## config.mk

```make
export PLATFORM = sky130hd
export DESIGN_NAME = piso_serializer
export DESIGN_NICKNAME = d
export VERILOG_FILES = /design/src/rtl/piso_pkg.sv /design/src/rtl/piso_bit_counter.sv /design/src/rtl/piso_serializer.sv
export SDC_FILE = /design/constraint.sdc
export NUM_CORES = 1
export LEC_CHECK = 0
export CORE_AREA = 2 2 39 41
export CTS_CLUSTER_SIZE = 30
export DETAILED_ROUTE_END_ITERATION = 12
export DIE_AREA = 0 0 41 43
export GPL_ROUTABILITY_DRIVEN = 0
export HOLD_SLACK_MARGIN = 0.02
export PLACE_DENSITY = 0.63
export SYNTH_ARGS = -nofsm -noshare
export SYNTH_HDL_FRONTEND = slang
export SYNTH_HIERARCHICAL = 1
export SYNTH_SLANG_ARGS = --single-unit
```

## constraint.sdc

```tcl
create_clock -name clk -period 2 [get_ports clk]
set_input_delay 0.2 -clock clk [delete_from_list [all_inputs] [get_ports clk]]
set_output_delay 0.2 -clock clk [all_outputs]
set_load 0.05 [all_outputs]
```

## src/rtl/piso_pkg.sv

```systemverilog
`default_nettype none
// ---------------------------------------------------------------------------
// piso_pkg : shared state type and counter-width helper for the PISO/SIPO pair
// Rev 1.0
// ---------------------------------------------------------------------------
package piso_pkg;

  typedef enum logic {
    IDLE  = 1'b0,
    SHIFT = 1'b1
  } state_t;

  function automatic int cnt_w(input int width);
    return $clog2(width);
  endfunction

endpackage
`default_nettype wire

```

## src/rtl/piso_bit_counter.sv

```systemverilog
`default_nettype none
// ---------------------------------------------------------------------------
// piso_bit_counter : loadable down-counter that saturates at zero
// Rev 1.0
// ---------------------------------------------------------------------------
module piso_bit_counter
  import piso_pkg::*;
#(
  parameter int WIDTH = 4
) (
  input  logic                      clk,
  input  logic                      rst,
  input  logic                      load,
  input  logic [cnt_w(WIDTH)-1:0]   load_val,
  input  logic                      dec,
  output logic [cnt_w(WIDTH)-1:0]   cnt,
  output logic                      is_zero
);

  localparam int CW = cnt_w(WIDTH);

  logic [CW-1:0] cnt_q;
  logic [CW-1:0] cnt_d;

  always_comb begin
    cnt_d = cnt_q;
    if (load) begin
      cnt_d = load_val;
    end else if (dec && (cnt_q != '0)) begin
      cnt_d = cnt_q - 1'b1;
    end
  end

  always_ff @(posedge clk or posedge rst) begin
    if (rst) begin
      cnt_q <= '0;
    end else begin
      cnt_q <= cnt_d;
    end
  end

  assign cnt     = cnt_q;
  assign is_zero = (cnt_q == '0);

endmodule
`default_nettype wire

```

## src/rtl/piso_serializer.sv

```systemverilog
`default_nettype none
// ---------------------------------------------------------------------------
// piso_serializer : parallel-in serial-out transmitter with valid/ready on both sides
// Rev 1.0
// ---------------------------------------------------------------------------
module piso_serializer
  import piso_pkg::*;
#(
  parameter int WIDTH     = 4,
  parameter bit MSB_FIRST = 1'b1
) (
  input  logic             clk,
  input  logic             rst,
  input  logic [WIDTH-1:0] pi_data,
  input  logic             pi_valid,
  output logic             pi_ready,
  input  logic             so_ready,
  output logic             so,
  output logic             so_valid,
  output logic             so_last,
  output logic             busy
);

  localparam int CW = cnt_w(WIDTH);

  state_t           state_q;
  state_t           state_d;
  logic [WIDTH-1:0] sreg_q;
  logic [WIDTH-1:0] sreg_d;
  logic [WIDTH-1:0] sreg_shift;
  logic [CW-1:0]    cnt;
  logic             cnt_zero;
  logic             accept;
  logic             beat;

  assign so_valid = (state_q == SHIFT);
  assign busy     = (state_q == SHIFT);
  assign so_last  = so_valid && cnt_zero;
  assign beat     = so_valid && so_ready;
  // Ready also on the final beat so a queued word follows with no idle cycle.
  assign pi_ready = (state_q == IDLE) || (beat && so_last);
  assign accept   = pi_valid && pi_ready;

  generate
    if (MSB_FIRST) begin : g_msb_first
      assign sreg_shift = {sreg_q[WIDTH-2:0], 1'b0};
      assign so         = sreg_q[WIDTH-1];
    end else begin : g_lsb_first
      assign sreg_shift = {1'b0, sreg_q[WIDTH-1:1]};
      assign so         = sreg_q[0];
    end
  endgenerate

  always_comb begin
    state_d = state_q;
    sreg_d  = sreg_q;
    if (accept) begin
      state_d = SHIFT;
      sreg_d  = pi_data;
    end else if (beat) begin
      sreg_d = sreg_shift;
      if (so_last) begin
        state_d = IDLE;
      end
    end
  end

  always_ff @(posedge clk or posedge rst) begin
    if (rst) begin
      state_q <= IDLE;
      sreg_q  <= '0;
    end else begin
      state_q <= state_d;
      sreg_q  <= sreg_d;
    end
  end

  piso_bit_counter #(
    .WIDTH (WIDTH)
  ) u_bit_counter (
    .clk      (clk),
    .rst      (rst),
    .load     (accept),
    .load_val (CW'(WIDTH - 1)),
    .dec      (beat),
    .cnt      (cnt),
    .is_zero  (cnt_zero)
  );

endmodule
`default_nettype wire

```

### Yosys cells after proc, flatten, opt, wreduce, memory -nomap -nowiden

Index checks and enable logic that the tools add are counted.

* register bits: 7
* bits in latches: 0
* memory bits (writable): 0
* ROM bits: 0
* input bits: 8
* output and inout bits: 5
* word-level logic and storage cells: 24
* memories kept: 0

* add/sub/neg operators: 1
* multiply operators: 0
* divide/modulo/power cells: 0
* $lt $le $gt $ge: 0
* eq/ne operators: 0
* shift operators: 0
* muxes and demuxes: 7
* bitwise operators: 1
* reduce and logical (&&, ||, !) cells: 12

Operators with widths (count)
* 4-bit two-way mux: 2
* 2-bit nonzero test: 4
* 1-bit logical AND: 5
* 2-bit two-way mux: 2
* 1-bit two-way mux: 3
* 2-bit logical NOT: 1
* 2-bit AND reduction: 1
* 2-bit by 1-bit subtractor with 2-bit output (second input constant): 1
* 1-bit logical OR: 1
* 1-bit inverter: 1

### Depth between registers and ports, before layout

* depth after elaboration: 7
* gate-level depth with buffers: 7
* depth with buffers taken out: 7

### Hierarchy

Netlist, hierarchy kept.

Modules (own cells, without submodules)
* piso_serializer: times used 1, cells an instance 36, area an instance 361.6 um2, seq. area each 125.1 um2
* piso_bit_counter: times used 1, cells an instance 13, area an instance 135.1 um2, seq. area each 50.0 um2

### Least setup slack after synthesis

No wires, ideal clock.

* path type: reg2reg
* from: register state_q, in the netlist busy
* to: register u_bit_counter.cnt_q[0], in the netlist u_bit_counter/cnt[0]
* setup time: 0.126 ns
* data arrival time: 1.936 ns
* data required time: 1.874 ns
* slack: -0.062 ns
* cell stages (with the launch flop): 6
* buffers on the path: 1
* period minus slack after synthesis: 2.062 ns
* cells stage by stage: dfrtp_1 buf_6 nand2_1 and2_1 and2b_4 a221o_1

* cells in the longest elaborated chain, start to end: 5
* elaborated cells on any way between the ends: 9
* classes of those cells: mux: 1; bitwise: 1; reduce/logical: 7

RTL lines
* start, declared: RTL line piso_serializer.sv:26 `state_t state_q;`
* start signal, assigned: RTL line piso_serializer.sv:73 `state_q <= state_d;`
* 1-bit logical AND (on tied branches): RTL line piso_serializer.sv:39, piso_serializer.sv:38
* 1-bit logical AND: RTL line piso_serializer.sv:41 `assign pi_ready = (state_q == IDLE) || (beat && so_last);`
* 1-bit logical OR *: RTL line piso_serializer.sv:41
* via pi_ready: RTL line piso_serializer.sv:16 `output logic pi_ready,`
* 1-bit logical AND *: RTL line piso_serializer.sv:42 `assign accept = pi_valid && pi_ready;`
* via accept: RTL line piso_serializer.sv:33 `logic accept;`
* 2-bit two-way mux or 2-bit nonzero test (tied branches)
* end signal, assigned: RTL line piso_bit_counter.sv:38 `cnt_q <= cnt_d;`
* end, declared: RTL line piso_bit_counter.sv:22 `logic [CW-1:0] cnt_q;`

Mark *: on every way through the listed nets, which the timed path passes. The rest lies on a longest branch.
A chain may end at the register's enable or synchronous reset.

### Worst setup path after layout

* from: register state_q, in the netlist busy
* to: output busy

RTL lines
* end, declared: RTL line piso_serializer.sv:21 `output logic busy`

No word-level cell between the ends.

==> out/summary.txt <==
Tcrit/Tclk final - 0.9456
ys async rst share - 1.000
Slew Limit Fails - 0
DR iter-0 viols - 4
Max Clock Skew - 3.639 ps
# setup viols final - 0
hold-fix buffer count after cts - 0
FMAX - 528.8 MHz
Die ar. - 1763 um2
fraction of layout cells with a size suffix above 1 - 0.2424
DRC viols - 0
post-layout util - 0.4837
Clock Tree Root - clkbuf_4
CP Capture Type - output port
vias in the first global route - 372
LEAKAGE - 0.3258 nW
Mapped Area - 496.7 um2
Routed WL - 971 um
Core Area - 1384 um2
Total Negative Setup Slacks - 0 ps
Initial Util - 0.3590
Post-CTS Setup Inserts - 0
row count - 14
initial antenna violation count - 0
CTS tree - yes
total track usage - 0.1314
WL/cell - 11.84 um
grt ovf - 0
cell family with most CP delay - buffers and inverters
Final Critical Period - 1891 ps
Num CTS Buffers - 3
global-route wire length before repair - 1490 um
commonest non-fill, non-tap cell in the layout - clkdlybuf4s50_1
critical path buffer and inverter count - 1
placed inst area - 643.1 um2
clock sinks - 7
CP Data Arrival Time - 1690 ps
status - finished, final reports clean
die span in y - 43 um
Port Buf Inserts - 12
post-route ant nets - 0
critical path required time - 1800 ps
routed via count - 388
Final nets - 76
ys flop type - dfrtp_1
ANT cells - 0
Peak VDD IR - 0.6767 mV
Synth Warn # - 6
power per cell area - 1474 nW/um2
Area growth syn-to-layout - 34.76%
largest net degree at the start of global routing - 14
DRT Pass-1 Iters - 4
average size of a mapped cell - 10.14 um2
commonest non-fill, non-tap cells in the layout - clkdlybuf4s50_1 (10), dfrtp_1 (7), inv_1 (6)
CP max FO - 13
CP Class - flip-flop to output port
clock-pin transition on the worst setup and hold timing paths - 50 ps
Seq cells post-synth - 7
Clock Latency Late Sink - 250 ps
chip width - 41 um
slowest stage delay, CP - 880 ps
DP Wirelength - 759.9 um
Cells after Synth - 49
CTS resizes - 0
CTS Buffer Depth - 2
post-synthesis cell type count - 24
slowest CP cell - clkdlybuf4s50_1
cell area after layout - 669.4 um2
I/O pin cnt - 13
PnR Total Power - 0.9868 mW
Worst Hold Slack - 138.6 ps
H-tree depth - 1
max_cap viols - 0
sequential area share after synthesis - 0.3526
CP cell instances - clkdlybuf4s50_1
Via density - 4.732
min-delay worst type - primary input to async pin
Fin. Hold Viols - 0
CP Launch Type - flip-flop
Post-synth EDFFs - 0
RSZ-0062 raised after global routing - no
## through the flow
step	cells	setup WS (ps)
6_report	82	108.8
5_1_grt	82	37.41
4_1_cts	82	86.82
3_5_place_dp	78	247.7
3_3_place_gp	78	246.3
2_1_floorplan	50	113.1
## worst paths after layout
| kind | to | cells past startpoint | startpoint | slack (ps) |
|---|---|---|---|---|
| max | busy | 1 | busy | 110 |
| min | u_bit_counter/cnt[1] | 2 | rst | 140 |
| max reg2reg | u_bit_counter/cnt[0] | 7 | u_bit_counter/cnt[0] | 320 |
| min reg2reg | sreg_q[0] | 1 | sreg_q[0] | 500 |
| max in group asynchronous | sreg_q[3] | 2 | rst | 1630 |
| min in group clk | sreg_q[0] | 1 | sreg_q[0] | 500 |
## synth_stat cells, drive strengths merged, types with 3 or more instances
master,number,area [um2]
dfrtp,7,175.2
inv,6,22.52
nand2b,5,31.28
a21oi,3,18.77
and2,3,21.27
buf,3,30.03
mux2i,3,30.03
nand2,3,13.77
## power by group
part           total [mW]  internal [mW]  switching [mW]  leakage, nW
sequential          0.256          0.203          0.0526       0.0814
clock               0.127         0.0761          0.0512       0.0150
combinational       0.604          0.285           0.319        0.229
## kinds of logic (layout without fill, tap and decap cells)
group	Yosys count	count (layout)	synth area share
buf+inv	9	25	0.1058
mux	5	5	0.1209
flops	7	7	0.3526
simple gates	17	17	0.2343
fa+ha+maj	1	1	0.02518
compound gates	9	9	0.1536
other cells	1	2	0.007549
## registers in the layout, indices dropped and copies added, names as in the netlist
name               count
u_bit_counter/cnt      2
sreg_q                 4
busy                   1
## layer usage
metal	vias up	track usage	part of all wire
li1	201	-	-
met1	175	0.1579	0.45
met2	10	0.1906	0.49
met3	2	0.03141	0.036
met4	0	0.1000	0.020
met5	-	0	0
## area by class of cell
| class | instances | area [um2] |
|---|---|---|
| inverters | 6 | 22.52 |
| well taps | 16 | 20.02 |
| clock buffers | 4 | 26.28 |
| multi-input cells | 34 | 275.3 |
| fillers | 132 | 714.4 |
| flip-flops and latches | 7 | 175.2 |
| repair buffers | 15 | 150.1 |
No activity file was read; power rests on OpenSTA's default activity.
